$ cat config.mk
export PLATFORM = sky130hd
export DESIGN_NAME = elevator_dispatcher_flat
export DESIGN_NICKNAME = d
export VERILOG_FILES = /design/src/rtl/elevator_pkg.sv /design/src/rtl/elevator_dispatcher_if.sv /design/src/rtl/hall_call_fifo.sv /design/src/rtl/elevator_dispatcher.sv /design/src/flat_wrapper.sv
export SDC_FILE = /design/constraint.sdc
export NUM_CORES = 1
export LEC_CHECK = 0
export CORE_ASPECT_RATIO = 0.75
export CORE_MARGIN = 2
export CORE_UTILIZATION = 60
export DETAILED_ROUTE_END_ITERATION = 16
export PLACE_DENSITY = 0.84
export SKIP_LAST_GASP = 1
export SYNTH_ARGS = -nofsm -noshare
export SYNTH_HDL_FRONTEND = slang
export SYNTH_HIERARCHICAL = 1
export SYNTH_SLANG_ARGS = --single-unit
$ cat constraint.sdc
create_clock -name clk -period 9.1 [get_ports clk]
set_input_delay 1.365 -clock clk [delete_from_list [all_inputs] [get_ports clk]]
set_output_delay 1.365 -clock clk [all_outputs]
set_load 0.01 [all_outputs]
$ cat src/rtl/elevator_pkg.sv
`default_nettype none
// ============================================================================
// elevator_pkg : shared types and helpers for the hall-call dispatcher
// Rev 1.0
// ============================================================================
package elevator_pkg;

    localparam int FLOOR_W = 3;
    localparam int N_CARS  = 3;

    typedef logic [FLOOR_W-1:0] floor_t;

    typedef enum logic [1:0] {
        IDLE  = 2'd0,
        PICK  = 2'd1,
        ISSUE = 2'd2
    } disp_state_t;

    function automatic floor_t abs_diff(floor_t a, floor_t b);
        return (a >= b) ? floor_t'(a - b) : floor_t'(b - a);
    endfunction

endpackage
`default_nettype wire

$ cat src/rtl/elevator_dispatcher_if.sv
`default_nettype none
// ============================================================================
// elevator_dispatcher_if : hall-request, car-status and car-target bundle
// Rev 1.0
// ============================================================================
interface elevator_dispatcher_if
    import elevator_pkg::*;
#(
    parameter int QDEPTH = 4
) ();

    logic                      req_valid;
    floor_t                    req_floor;
    logic                      req_ready;
    floor_t                    car_floor0;
    floor_t                    car_floor1;
    floor_t                    car_floor2;
    logic [N_CARS-1:0]         car_busy;
    logic [N_CARS-1:0]         tgt_valid;
    floor_t                    tgt_floor0;
    floor_t                    tgt_floor1;
    floor_t                    tgt_floor2;
    logic [$clog2(QDEPTH):0]   q_count;
    logic                      drop_dup;

    modport master (
        output req_valid, req_floor, car_floor0, car_floor1, car_floor2, car_busy,
        input  req_ready, tgt_valid, tgt_floor0, tgt_floor1, tgt_floor2, q_count, drop_dup
    );

    modport slave (
        input  req_valid, req_floor, car_floor0, car_floor1, car_floor2, car_busy,
        output req_ready, tgt_valid, tgt_floor0, tgt_floor1, tgt_floor2, q_count, drop_dup
    );

endinterface
`default_nettype wire

$ cat src/rtl/hall_call_fifo.sv
`default_nettype none
// ============================================================================
// hall_call_fifo : circular buffer of pending floors, entries exposed for dedup
// Rev 1.0
// ============================================================================
module hall_call_fifo
    import elevator_pkg::*;
#(
    parameter int QDEPTH = 4
) (
    input  wire logic                      clk,
    input  wire logic                      rst,
    input  wire logic                      push,
    input  wire floor_t                    din,
    input  wire logic                      pop,
    output floor_t                         head,
    output logic [$clog2(QDEPTH):0]        count,
    output logic                           full,
    output logic [QDEPTH-1:0]              entry_valid,
    output floor_t [QDEPTH-1:0]            entries
);

    localparam int PTR_W = $clog2(QDEPTH);

    floor_t [QDEPTH-1:0] r_mem;
    logic   [PTR_W-1:0]  r_wr;
    logic   [PTR_W-1:0]  r_rd;
    logic   [PTR_W:0]    r_count;
    logic                w_push;
    logic                w_pop;

    assign full    = (r_count == (PTR_W+1)'(QDEPTH));
    assign w_push  = push && !full;
    assign w_pop   = pop && (r_count != '0);
    assign head    = r_mem[r_rd];
    assign count   = r_count;
    assign entries = r_mem;

    always_ff @(posedge clk or posedge rst) begin
        if (rst) begin
            r_mem   <= '0;
            r_wr    <= '0;
            r_rd    <= '0;
            r_count <= '0;
        end else begin
            if (w_push) begin
                r_mem[r_wr] <= din;
                r_wr        <= r_wr + 1'b1;
            end
            if (w_pop) begin
                r_rd <= r_rd + 1'b1;
            end
            if (w_push && !w_pop) begin
                r_count <= r_count + 1'b1;
            end else if (w_pop && !w_push) begin
                r_count <= r_count - 1'b1;
            end
        end
    end

    // A slot is live when its distance from the read pointer is below the fill level
    for (genvar j = 0; j < QDEPTH; j++) begin : g_valid
        logic [PTR_W-1:0] w_off;
        assign w_off          = PTR_W'(j) - r_rd;
        assign entry_valid[j] = ({1'b0, w_off} < r_count);
    end

endmodule
`default_nettype wire

$ cat src/rtl/elevator_dispatcher.sv
`default_nettype none
// ============================================================================
// elevator_dispatcher : assigns queued hall calls to the nearest idle car
// Rev 1.0
// ============================================================================
module elevator_dispatcher
    import elevator_pkg::*;
#(
    parameter int QDEPTH = 4
) (
    input  wire logic           clk,
    input  wire logic           rst,
    elevator_dispatcher_if.slave bus
);

    localparam int CNT_W = $clog2(QDEPTH) + 1;

    floor_t                  w_head;
    floor_t [QDEPTH-1:0]     w_entries;
    logic   [QDEPTH-1:0]     w_entry_valid;
    logic   [CNT_W-1:0]      w_count;
    logic                    w_full;
    floor_t [N_CARS-1:0]     w_car_floor;
    floor_t [N_CARS-1:0]     r_tgt_floor;
    disp_state_t             r_state;
    disp_state_t             w_state_nxt;
    logic   [N_CARS-1:0]     r_reserved;
    logic   [N_CARS-1:0]     r_tgt_valid;
    logic   [N_CARS-1:0]     w_idle;
    logic   [1:0]            r_rr;
    logic   [1:0]            w_win;
    logic                    w_found;
    floor_t                  w_best;
    int                      w_c;
    logic                    w_accept;
    logic                    w_dup;
    logic                    w_push;
    logic                    w_pop;
    logic                    w_issue;
    logic                    r_drop_dup;

    assign w_car_floor   = {bus.car_floor2, bus.car_floor1, bus.car_floor0};
    assign w_idle        = ~bus.car_busy & ~r_reserved;
    assign w_accept      = bus.req_valid && !w_full;
    assign w_push        = w_accept && !w_dup;
    assign w_issue       = (r_state == PICK) && (w_idle != '0);

    assign bus.req_ready  = !w_full;
    assign bus.q_count    = w_count;
    assign bus.drop_dup   = r_drop_dup;
    assign bus.tgt_valid  = r_tgt_valid;
    assign bus.tgt_floor0 = r_tgt_floor[0];
    assign bus.tgt_floor1 = r_tgt_floor[1];
    assign bus.tgt_floor2 = r_tgt_floor[2];

    hall_call_fifo #(.QDEPTH(QDEPTH)) u_fifo (
        .clk         (clk),
        .rst         (rst),
        .push        (w_push),
        .din         (bus.req_floor),
        .pop         (w_pop),
        .head        (w_head),
        .count       (w_count),
        .full        (w_full),
        .entry_valid (w_entry_valid),
        .entries     (w_entries)
    );

    // A floor already queued or already handed to a reserved car is redundant
    always_comb begin
        w_dup = 1'b0;
        for (int i = 0; i < QDEPTH; i++) begin
            if (w_entry_valid[i] && (w_entries[i] == bus.req_floor)) w_dup = 1'b1;
        end
        for (int i = 0; i < N_CARS; i++) begin
            if (r_reserved[i] && (r_tgt_floor[i] == bus.req_floor)) w_dup = 1'b1;
        end
    end

    // Scanning from rr_ptr with a strict compare makes ties favour the round-robin order
    always_comb begin
        w_win   = '0;
        w_found = 1'b0;
        w_best  = '1;
        w_c     = 0;
        for (int k = 0; k < N_CARS; k++) begin
            w_c = (int'(r_rr) + k) % N_CARS;
            if (w_idle[w_c] && (!w_found || (abs_diff(w_car_floor[w_c], w_head) < w_best))) begin
                w_found = 1'b1;
                w_best  = abs_diff(w_car_floor[w_c], w_head);
                w_win   = 2'(w_c);
            end
        end
    end

    always_comb begin
        w_state_nxt = r_state;
        w_pop       = 1'b0;
        case (r_state)
            IDLE:    if ((w_count != '0) && (w_idle != '0)) w_state_nxt = PICK;
            PICK:    w_state_nxt = (w_idle != '0) ? ISSUE : IDLE;
            ISSUE: begin
                w_pop       = 1'b1;
                w_state_nxt = IDLE;
            end
            default: w_state_nxt = IDLE;
        endcase
    end

    always_ff @(posedge clk or posedge rst) begin
        if (rst) begin
            r_state     <= IDLE;
            r_reserved  <= '0;
            r_tgt_valid <= '0;
            r_tgt_floor <= '0;
            r_rr        <= '0;
            r_drop_dup  <= 1'b0;
        end else begin
            r_state     <= w_state_nxt;
            r_drop_dup  <= w_accept && w_dup;
            r_tgt_valid <= '0;
            r_reserved  <= r_reserved & ~bus.car_busy;
            if (w_issue) begin
                r_tgt_valid[w_win] <= 1'b1;
                r_tgt_floor[w_win] <= w_head;
                r_reserved[w_win]  <= 1'b1;
                r_rr               <= (w_win == 2'd2) ? 2'd0 : w_win + 2'd1;
            end
        end
    end

endmodule
`default_nettype wire
$ cat src/flat_wrapper.sv
// flat-port wrapper written by rule: the top's interface ports become plain ports
module elevator_dispatcher_flat import elevator_pkg::*;
#(
    parameter int QDEPTH = 4
)
  (clk, rst, bus_req_valid, bus_req_floor, bus_car_floor0, bus_car_floor1, bus_car_floor2, bus_car_busy, bus_req_ready, bus_tgt_valid, bus_tgt_floor0, bus_tgt_floor1, bus_tgt_floor2, bus_q_count, bus_drop_dup);
  elevator_dispatcher_if #(.QDEPTH(QDEPTH)) bus_i ();
  input  wire logic clk;
  input  wire logic rst;
  input wire logic [$bits(bus_i.req_valid)-1:0] bus_req_valid;
  input wire logic [$bits(bus_i.req_floor)-1:0] bus_req_floor;
  input wire logic [$bits(bus_i.car_floor0)-1:0] bus_car_floor0;
  input wire logic [$bits(bus_i.car_floor1)-1:0] bus_car_floor1;
  input wire logic [$bits(bus_i.car_floor2)-1:0] bus_car_floor2;
  input wire logic [$bits(bus_i.car_busy)-1:0] bus_car_busy;
  output wire logic [$bits(bus_i.req_ready)-1:0] bus_req_ready;
  output wire logic [$bits(bus_i.tgt_valid)-1:0] bus_tgt_valid;
  output wire logic [$bits(bus_i.tgt_floor0)-1:0] bus_tgt_floor0;
  output wire logic [$bits(bus_i.tgt_floor1)-1:0] bus_tgt_floor1;
  output wire logic [$bits(bus_i.tgt_floor2)-1:0] bus_tgt_floor2;
  output wire logic [$bits(bus_i.q_count)-1:0] bus_q_count;
  output wire logic [$bits(bus_i.drop_dup)-1:0] bus_drop_dup;
  assign bus_i.req_valid = bus_req_valid;
  assign bus_i.req_floor = bus_req_floor;
  assign bus_i.car_floor0 = bus_car_floor0;
  assign bus_i.car_floor1 = bus_car_floor1;
  assign bus_i.car_floor2 = bus_car_floor2;
  assign bus_i.car_busy = bus_car_busy;
  assign bus_req_ready = bus_i.req_ready;
  assign bus_tgt_valid = bus_i.tgt_valid;
  assign bus_tgt_floor0 = bus_i.tgt_floor0;
  assign bus_tgt_floor1 = bus_i.tgt_floor1;
  assign bus_tgt_floor2 = bus_i.tgt_floor2;
  assign bus_q_count = bus_i.q_count;
  assign bus_drop_dup = bus_i.drop_dup;
  elevator_dispatcher #(.QDEPTH(QDEPTH)) u_core (.clk(clk), .rst(rst), .bus(bus_i));
endmodule
# Word level (Yosys, flattened, before mapping)

Cells that the tools add are included.

Bitwise gates (word level): 5
Order comparisons: 17
Reduce and logical (&&, ||, !) cells: 32
Equality and inequality tests: 12
Divide/modulo/power cells: 3
Mux-type cells: 54
Add/subtract/negate cells: 17

Operator list:

| kind                                                         | number |
|---|---|
| less-than comparator 32 x 4 -> 1 bit (second input constant) | 3 |
| modulo 32 x 3 -> 32 bit (second input constant)              | 2 |
| two-way mux 3 bit                                            | 18 |
| modulo 3 x 3 -> 32 bit (second input constant)               | 1 |
| binary-select mux 3 bit (select 2 bit)                       | 4 |
| equality test 3 bit                                          | 7 |
| logical AND 1 bit                                            | 20 |
| subtractor 3 bit                                             | 6 |
| two-way mux 1 bit                                            | 17 |
| bitwise mux 12 bit                                           | 1 |
| demux 3 bit (select 2 bit)                                   | 2 |
| less-than comparator 2 x 3 -> 1 bit                          | 4 |
| two-way mux 2 bit                                            | 6 |
| bitwise mux 9 bit                                            | 1 |
| greater-or-equal comparator 3 bit                            | 3 |
| less-than comparator 2 x 3 -> 1 bit (second input constant)  | 3 |
| adder 2 x 1 -> 2 bit (second input constant)                 | 3 |
| bitwise AND 3 bit                                            | 2 |
| binary-select mux 1 bit (select 2 bit)                       | 3 |
| zero test 1 bit                                              | 6 |
| less-than comparator 3 bit                                   | 2 |
| NOT 3 bit                                                    | 2 |
| nonzero test 3 bit                                           | 2 |
| equality test 2 bit (second input constant)                  | 2 |
| 16 further kinds                                             | 20 |

Input bits: 18
Bits in registers: 39
Output and inout bits: 17
Logic and storage cells: 155

# Depth between registers and ports, before layout

Gate-level depths: netlist (run 1).

Depth in word-level cells: 21
Gate-level depth with buffers: 31
Mapped depth without buffers: 29

# Cells and area by module

The synthesis (run 1) kept the hierarchy.

By module, submodules not included:

| module              | area each (um2) | sequential area each (um2) | instances | cells each |
|---|---|---|---|---|
| elevator_dispatcher | 2200.9          | 500.5                      | 1         | 246 |
| hall_call_fifo      | 1061.0          | 475.5                      | 1         | 85 |

# Least setup slack after synthesis (run 1)

No wires, ideal clock.

Kind: input port to flip-flop
From: in bus_car_floor0[0]
To: reg u_core.r_tgt_floor (netlist bit u_core/bus.tgt_floor2[0])
Data arrival time: 5.889 ns
Setup time: 0.125 ns
Stages: 25
Required time: 8.975 ns
Slack: 3.085 ns
Cells stage by stage: nor2b_1 a21oi_1 nor2_1 a21o_1 inv_1 ha_1 nand2b_1 a21o_1 a21oi_1 mux2i_1 xor2_1 ha_1 a21oi_1 o21ai_1 a21oi_1 nand2b_1 o31ai_1 ha_1 nand2_1 nand3b_1 a31o_1 o211a_4 or4b_4 a21oi_4 mux2_4

Word-level cells in the longest chain between the ends: 19
Elaborated cells on any way between the ends: 39
Those cells by class: add/sub: 6; order compare: 7; mux: 20; reduce/logical: 6

Ends and longest elaborated chain:

| element                                                                                                                        | line                       | source |
|---|---|---|
| start: declaration                                                                                                             | flat_wrapper.sv:12         | `input wire logic [$bits(bus_i.car_floor0)-1:0] bus_car_floor0;` |
| binary-select mux 3 bit (select 2 bit)                                                                                         | --                         |  |
| two-way mux 3 bit (implied by the code) (2 in a row)                                                                           | elevator_dispatcher.sv:90  | `w_best = abs_diff(w_car_floor[w_c], w_head);` |
| subtractor 3 bit / greater-or-equal comparator 3 bit (equally long branches)                                                   | elevator_pkg.sv:20         | `return (a >= b) ? floor_t'(a - b) : floor_t'(b - a);` |
| two-way mux 3 bit                                                                                                              | --                         |  |
| two-way mux 3 bit                                                                                                              | elevator_dispatcher.sv:88  | `if (w_idle[w_c] && (!w_found \|\| (abs_diff(w_car_floor[w_c], w_head) < w_best))) begin` |
| less-than comparator 3 bit                                                                                                     | elevator_dispatcher.sv:88  |  |
| logical OR 1 bit                                                                                                               | elevator_dispatcher.sv:88  |  |
| logical AND 1 bit                                                                                                              | elevator_dispatcher.sv:88  |  |
| [2 not listed]                                                                                                                 | --                         |  |
| logical OR 1 bit                                                                                                               | elevator_dispatcher.sv:88  |  |
| logical AND 1 bit                                                                                                              | elevator_dispatcher.sv:88  |  |
| two-way mux 2 bit (*)                                                                                                          | elevator_dispatcher.sv:88  |  |
| less-than comparator 2 x 3 -> 1 bit (implied by the code) / greater-or-equal comparator 2 x 1 -> 1 bit (equally long branches) | elevator_dispatcher.sv:125 | `r_tgt_floor[w_win] <= w_head;` |
| logical AND 1 bit (implied by the code)                                                                                        | elevator_dispatcher.sv:125 |  |
| two-way mux 3 bit (implied by the code)                                                                                        | elevator_dispatcher.sv:125 |  |
| demux 3 bit (select 2 bit) (*)                                                                                                 | --                         |  |
| bitwise mux 9 bit (*)                                                                                                          | elevator_dispatcher.sv:125 |  |
| end signal: indexed assignment                                                                                                 | elevator_dispatcher.sv:125 |  |
| end: declaration                                                                                                               | elevator_dispatcher.sv:24  | `floor_t [N_CARS-1:0] r_tgt_floor;` |

Every way passes the cells marked *; elsewhere a longest branch is shown, timed or not. The select of a mux whose other input is x is not followed.
A chain may end at the register's enable or synchronous reset.

# Worst setup path after layout (run 1)

From: in bus_car_floor0[0]
To: reg u_core.r_tgt_floor (netlist bit u_core/bus.tgt_floor2[1])

The elaborated chain is that of the path after synthesis.

==> results of run 1 <==
-- metrics by stage --
stage                     std cells  utilization  hold slack, ns  worst slack, ns  area (um^2)
final                           437       0.7091          0.4826            2.212         3755
after global placement          429       0.6869          0.4420            2.239         3637
after floorplan                 331            -          0.4267            3.085         3262
after detailed placement        429       0.6869          0.4607            2.038         3637
after global routing            437       0.7091          0.5133            1.938         3755
after CTS                       437       0.7091          0.4732            2.348         3755
-- flip-flops by register name (all words and copies together), names as in the netlist --
signal                 cells
u_core/bus.tgt_valid       3
u_core/bus.tgt_floor0      3
u_core/r_state             2
u_core/r_rr                2
u_core/u_fifo/count        3
u_core/u_fifo/r_rd         2
u_core/u_fifo/r_wr         2
u_core/bus.drop_dup        1
u_core/r_reserved          3
u_core/bus.tgt_floor2      3
u_core/u_fifo/entries     12
u_core/bus.tgt_floor1      3
-- area by class of cell --
type	count	area [um^2]
Clock inverter	2	35.03
Clock buffer	6	82.58
Timing Repair Buffer	34	340.3
Tap cell	75	93.84
Fill cell	410	1540
Multi-Input combinational cell	251	2115
Inverter	30	112.6
Sequential cell	39	975.9
-- cells by family after synthesis --
kind of cell | synth area share
DFF | 0.2992
and+or+nand+nor | 0.1550
AOI/OAI and AO/OA | 0.1178
muxes | 0.1343
xor gates and xnor gates | 0.08324
adders and majority gates | 0.1580
buffers and inverters | 0.05255
-- worst register-to-register path, cell delays in order (launching register included) --
cell and delay (ns):
dfrtp_1 0.43, inv_1 0.08, ha_1 0.48, nor2b_1 0.55, nand2_1 0.10, o21ai_0 0.16, ha_1 0.33, o21ai_0 0.17
nand2b_1 0.07, a21oi_1 0.26, mux2i_1 0.25, xnor2_1 0.17, nor2_1 0.08, ha_1 0.34, nand2_1 0.06, o21ai_1 0.35
a21oi_1 0.23, o31ai_1 0.30, ha_1 0.29, nand2_1 0.07, nand3b_1 0.08, a31o_1 0.22, o211a_4 0.26, or4b_4 0.54
a21oi_4 0.26, mux2_4 0.33
-- cell usage in the layout (no fill, tap or decap), types with 6 or more instances in the layout --
| cell type | count |
|---|---|
| a21o_1 | 9 |
| a21oi_1 | 20 |
| clkbuf_8 | 6 |
| clkdlybuf4s50_1 | 34 |
| dfrtp_1 | 39 |
| fa_1 | 7 |
| ha_1 | 30 |
| inv_1 | 30 |
| mux2_2 | 20 |
| mux2i_1 | 10 |
| nand2_1 | 17 |
| nand2b_1 | 7 |
| nand4_1 | 9 |
| nor2_1 | 19 |
| nor2b_1 | 10 |
| nor3_1 | 8 |
| o21ai_0 | 13 |
| xnor2_1 | 26 |
-- layer usage --
layer | vias up | part of all wire | track usage
met5 | - | 0 | 0
met4 | 0 | 0.0092 | 0.05970
met3 | 10 | 0.097 | 0.06876
met2 | 144 | 0.43 | 0.3963
met1 | 1292 | 0.46 | 0.4278
li1 | 1206 | - | -
-- worst max-delay path by stage --
| stage | end | cells after the start | start |
|---|---|---|---|
| finish | u_core/bus.tgt_floor2[1] | 24 | bus_car_floor0[0] |
| global route | u_core/bus.tgt_floor2[1] | 24 | bus_car_floor0[1] |
| CTS | u_core/bus.tgt_floor2[1] | 24 | bus_car_floor0[0] |
| detailed placement | u_core/bus.tgt_floor2[2] | 24 | bus_car_floor0[0] |
| global placement | u_core/bus.tgt_floor2[0] | 24 | bus_car_floor0[1] |
| floorplan | u_core/bus.tgt_floor2[0] | 25 | bus_car_floor0[0] |
-- synthesized netlist by cell type, types with 2 or more instances --
master | count | area [um^2]
o21ai_1 | 2 | 10.01
nor4b_2 | 3 | 45.04
o31ai_1 | 2 | 15.01
a21oi_1 | 20 | 100.1
inv_1 | 30 | 112.6
buf_6 | 2 | 22.52
nor3_1 | 8 | 40.04
nand2_1 | 17 | 63.81
or3_1 | 2 | 12.51
o21ai_0 | 13 | 65.06
mux4_2 | 3 | 67.56
ha_1 | 30 | 375.4
a211oi_1 | 2 | 15.01
buf_2 | 2 | 10.01
a21o_1 | 9 | 67.56
mux2i_1 | 10 | 100.1
xnor2_1 | 26 | 227.7
fa_1 | 7 | 140.1
clkbuf_1 | 7 | 26.28
mux2_4 | 3 | 45.04
xor2_1 | 5 | 43.79
nor2b_1 | 10 | 62.56
nand2b_1 | 7 | 43.79
nor2_1 | 19 | 71.32
nand3b_1 | 2 | 15.01
dfrtp_1 | 39 | 975.9
or2_2 | 3 | 18.77
mux2_2 | 20 | 225.2
nand4_1 | 9 | 56.30
nor4_1 | 2 | 12.51
==> flow_summary.yaml, run 1 <==
setup_path:
  crit_type: "input pin to flip-flop"
  end_kind: "flip-flop"
  crit_required_ns: 9.29
  reg2reg_slack_ns: 2.52
  r2r_cells: 25
  timing.rr.end: "u_core/bus.tgt_floor2[1]"
  critPathArrivalTime_ns: 7.07
  worstPathCellList: "clkdlybuf4s50_1 > nor2b_1 > a21oi_1 > o21ai_0 > ha_1 > o21ai_0 > nand2b_1 > a21oi_1 > mux2i_1 > xnor2_1 > nor2_1 > ha_1 > nand2_1 > o21ai_1 > a21oi_1 > o31ai_1 > ha_1 > nand2_1 > nand3b_1 > a31o_1 > o211a_4 > or4b_4 > a21oi_4 > mux2_4"
  worst-path-buf-inv: 1
  cp_max_fo: 6
  r2r_start: "u_core/r_rr[0]"
  cp_slowest_cell: "or4b_4"
  critPathMaxStageDelay_ns: 0.54
  startpoint_type: "input pin"
  critPathTopFamily: "compound AO/OA/AOI/OAI gates"
logic_synthesis:
  ys_warn_count: 6
  yosysSeqAreaShare: 0.2992
  synthCells: 331
  ys.flop_type: "dfrtp_1"
  syn_area_per_cell_um2: 9.855
  synth_cell_types: 47
  synth_seq_cells: 39
  async_reset_ff_frac: 1.000
  synth_edf_count: 0
  syn-num-nets: 386
  syn_area_um2: 3262
final_layout:
  syn_to_final_growth_pct: 15.11
  nets: 416
  n_antenna_cell: 0
  drive_above_1_share: 0.1271
global_routing:
  track_usage: 0.2782
  grt_start_max_net_pins: 21
  grt_pass1_wl_mm: 12.57
  antenna_found_initial: 0
  grt_pass1_vias: 2477
  overflow: 0
sta:
  max_slew_margin: 0.4874
  post-route-period-util: 0.7569
  slew_viol_final: 0
  setup_viol: 0
  clock.fmax_mhz: 145.2
  fin_skew_ns: 0.004263
  hold_viol_final: 0
  fin_crit_ns: 6.888
  fin_setup_tns_ns: 0
  rsz0062_at_grt: "no"
  tightest_slew_ns: 0.7681
floorplan:
  num_io_pins: 35
  start_util: 0.6160
  die_h_um: 67.86
  fp.dieArea_um2: 6049
  rows: 23
  fp.dieW_um: 89.14
  core_um2: 5295
clocking:
  path_clk_slew_ns: 0.07
  cts_tree: "yes"
  cts-root-buf: "clkbuf_8"
  htreeDepth: 2
  cts_buffers: 5
  cts_setup_buffers: 0
  cts_resized: 0
  clk_latency_ns: 0.30
  cts_sinks: 39
  postCtsHoldBufs: 0
  clock_path_buffers: 2
placement:
  hpwl_mm: 5.920
  finalWeightedCongestion: 0.9496
  io_buffers: 34
route:
  drt_iter0_markers: 248
  drtAntennaViolNets: 0
  vias_per_cell: 6.069
  firstDrtPassIters: 4
  wl_per_cell_um: 18.06
  drt-total-wl_mm: 7.892
  drc: 0
  vias: 2652
status:
  status: "completed"
hold_path:
  min_path_cells: 1
  worstHoldEndpoint: "u_core/r_state[0]"
  min_path_type: "flip-flop to flip-flop"
  hold_start: "u_core/r_state[0]"
flow_run:
  cap_viol_max_count: 0
Power of run 1 is not shown: default switching activity piles up to over one toggle a cycle in this logic, so the estimate is an artifact.
==> run 2: changes to the inputs <==
- CORE_UTILIZATION: 60 -> 58
- PLACE_DENSITY: 0.84 -> 0.82
- clock period: 9.1 -> 6.81 ns (I/O delays scaled with it)
==> run 2 against run 1 <==
  * Clock skew decreased by 0.0012 ns
  * Die area grew 3.3%
  * First-iteration DRC count fell by 29%
  * Largest cell class unchanged
  * Final area about the same
  * Sequential cell count stayed put
  * Via count down 4.1%
  * Global-route usage is 2.0 points lower
  * Critical endpoint is now u_core/bus.tgt_floor2[0]
  * Core utilization fell by 1.1 points
  * Critical path depth did not move
  * Cell count up 0.46%
  * Worst setup slack lost 1.9 ns
==> flow_summary.yaml, run 2 (synthesis gave the netlist of run 1 again) <==
clocking:
  clock_path_buffers: 2
  cts_buffers: 5
  cts_tree: "yes"
  clk_latency_ns: 0.28
  cts_sinks: 39
  cts-root-buf: "clkbuf_8"
  htreeDepth: 2
  path_clk_slew_ns: 0.07
sta:
  tightest_slew_ns: 0.7735
  setup_viol: 0
  max_slew_margin: 0.4838
  rsz0062_at_grt: "no"
  fin_skew_ns: 0.003085
  post-route-period-util: 0.9508
  fin_setup_tns_ns: 0
  clock.fmax_mhz: 154.4
  fin_crit_ns: 6.475
  hold_viol_final: 0
  slew_viol_final: 0
setup_path:
  crit_type: "input pin to flip-flop"
  cp_max_fo: 6
  critPathArrivalTime_ns: 6.65
  end_kind: "flip-flop"
  r2r_start: "u_core/r_rr[0]"
  startpoint_type: "input pin"
  crit_required_ns: 6.98
  reg2reg_slack_ns: 0.45
  r2r_cells: 25
  timing.rr.end: "u_core/bus.tgt_floor2[0]"
placement:
  finalWeightedCongestion: 0.9416
  hpwl_mm: 5.755
  dpl-instance-area_um2: 3652
  io_buffers: 34
route:
  firstDrtPassIters: 5
  vias_per_cell: 5.790
  drc: 0
  drtAntennaViolNets: 0
  drt_iter0_markers: 176
  drt-total-wl_mm: 7.431
  wl_per_cell_um: 16.93
  vias: 2542
final_layout:
  nets: 418
  layout_commonest_cell: "dfrtp_1"
  syn_to_final_growth_pct: 15.15
  n_fill_cell: 419
  largest_reg_flops: 12
  n_antenna_cell: 0
  drive_above_1_share: 0.1319
  fin_util: 0.6980
  mostFrequentLayoutCells: "dfrtp_1, clkdlybuf4s50_1, inv_1, ha_1, xnor2_1"
  fin_area_um2: 3756
floorplan:
  rows: 23
  die_h_um: 68.95
  core_um2: 5381
  fp.dieW_um: 90.60
  num_io_pins: 35
  start_util: 0.6061
  fp.dieArea_um2: 6246
global_routing:
  grt_pass1_wl_mm: 12.48
  grt_pass1_vias: 2460
  track_usage: 0.2578
  antenna_found_initial: 0
  grt_start_max_net_pins: 21
  overflow: 0
hold_path:
  hold_start: "u_core/r_state[1]"
  worstHoldEndpoint: "u_core/r_state[0]"
  min_path_cells: 1
  min_path_type: "flip-flop to flip-flop"
status:
  status: "completed"
flow_run:
  cap_viol_max_count: 0
==> run 2: metal layers <==
layer  global-route usage  share of wire  wire length (um)
met5                    0              0                 0
met4              0.02885         0.0019                14
met3              0.07391          0.082               608
met2               0.4030           0.43              3209
met1               0.3706           0.48              3598
==> run 2: how the worst max path moves through the flow <==
stage | from | endpoint | slack (ns) | cells after the start
2_1_floorplan | bus_car_floor0[0] | u_core/bus.tgt_floor2[0] | 1.14 | 25
3_3_place_gp | bus_car_floor0[1] | u_core/bus.tgt_floor2[2] | 0.31 | 24
3_5_place_dp | bus_car_floor0[1] | u_core/bus.tgt_floor2[0] | 0.08 | 24
4_1_cts | bus_car_floor0[1] | u_core/bus.tgt_floor2[0] | 0.36 | 24
5_1_grt | u_core/r_rr[0] | u_core/bus.tgt_floor2[2] | 0.005 | 25
6_report | bus_car_floor0[0] | u_core/bus.tgt_floor2[0] | 0.34 | 24
==> run 2: stage by stage <==
stage	worst slack, ns	instances	hold WS [ns]
final	0.3353	439	0.4611
after global routing	0.004537	439	0.4736
after CTS	0.3645	439	0.4586
after detailed placement	0.08453	431	0.4498
after global placement	0.3149	431	0.4424
after floorplan	1.139	331	0.4267
==> run 2: layout make-up <==
class                   count  area (um^2)  area share
multi-input cells         251         2115      0.5630
flip-flops and latches     39        975.9      0.2598
repair buffers             36        355.3     0.09460
inverters                  30        112.6     0.02998
clock buffers               7        96.34     0.02565
well taps                  75        93.84     0.02498
clock inverters             1        7.507    0.001999
==> run 2: critical path, stage by stage <==
cell and delay (ns):
clkdlybuf4s50_1 0.47, nor2b_1 0.17, a21oi_1 0.05, o21ai_0 0.27, ha_1 0.33, o21ai_0 0.17, nand2b_1 0.07, a21oi_1 0.25
mux2i_1 0.25, xnor2_1 0.17, nor2_1 0.07, ha_1 0.33, nand2_1 0.08, o21ai_1 0.36, a21oi_1 0.23, o31ai_1 0.32
ha_1 0.30, nand2_1 0.07, nand3b_1 0.08, a31o_1 0.22, o211a_4 0.25, or4b_4 0.53, a21oi_4 0.26, mux2_4 0.32
==> run 2: timing repair <==
item,in CTS,in global routing
buffers inserted,0,0
endpoints found under the setup margin,0,3
resized for setup,0,1
hold buffers,0,0
Power of run 2 is left out for the same reason.
==> run 3: changes to the inputs <==
- GPL_ROUTABILITY_DRIVEN: unset -> 0
==> results of run 3 <==
Final layout, timing and power as in run 2 (identical DEF).
Power of run 3 is left out for the same reason.
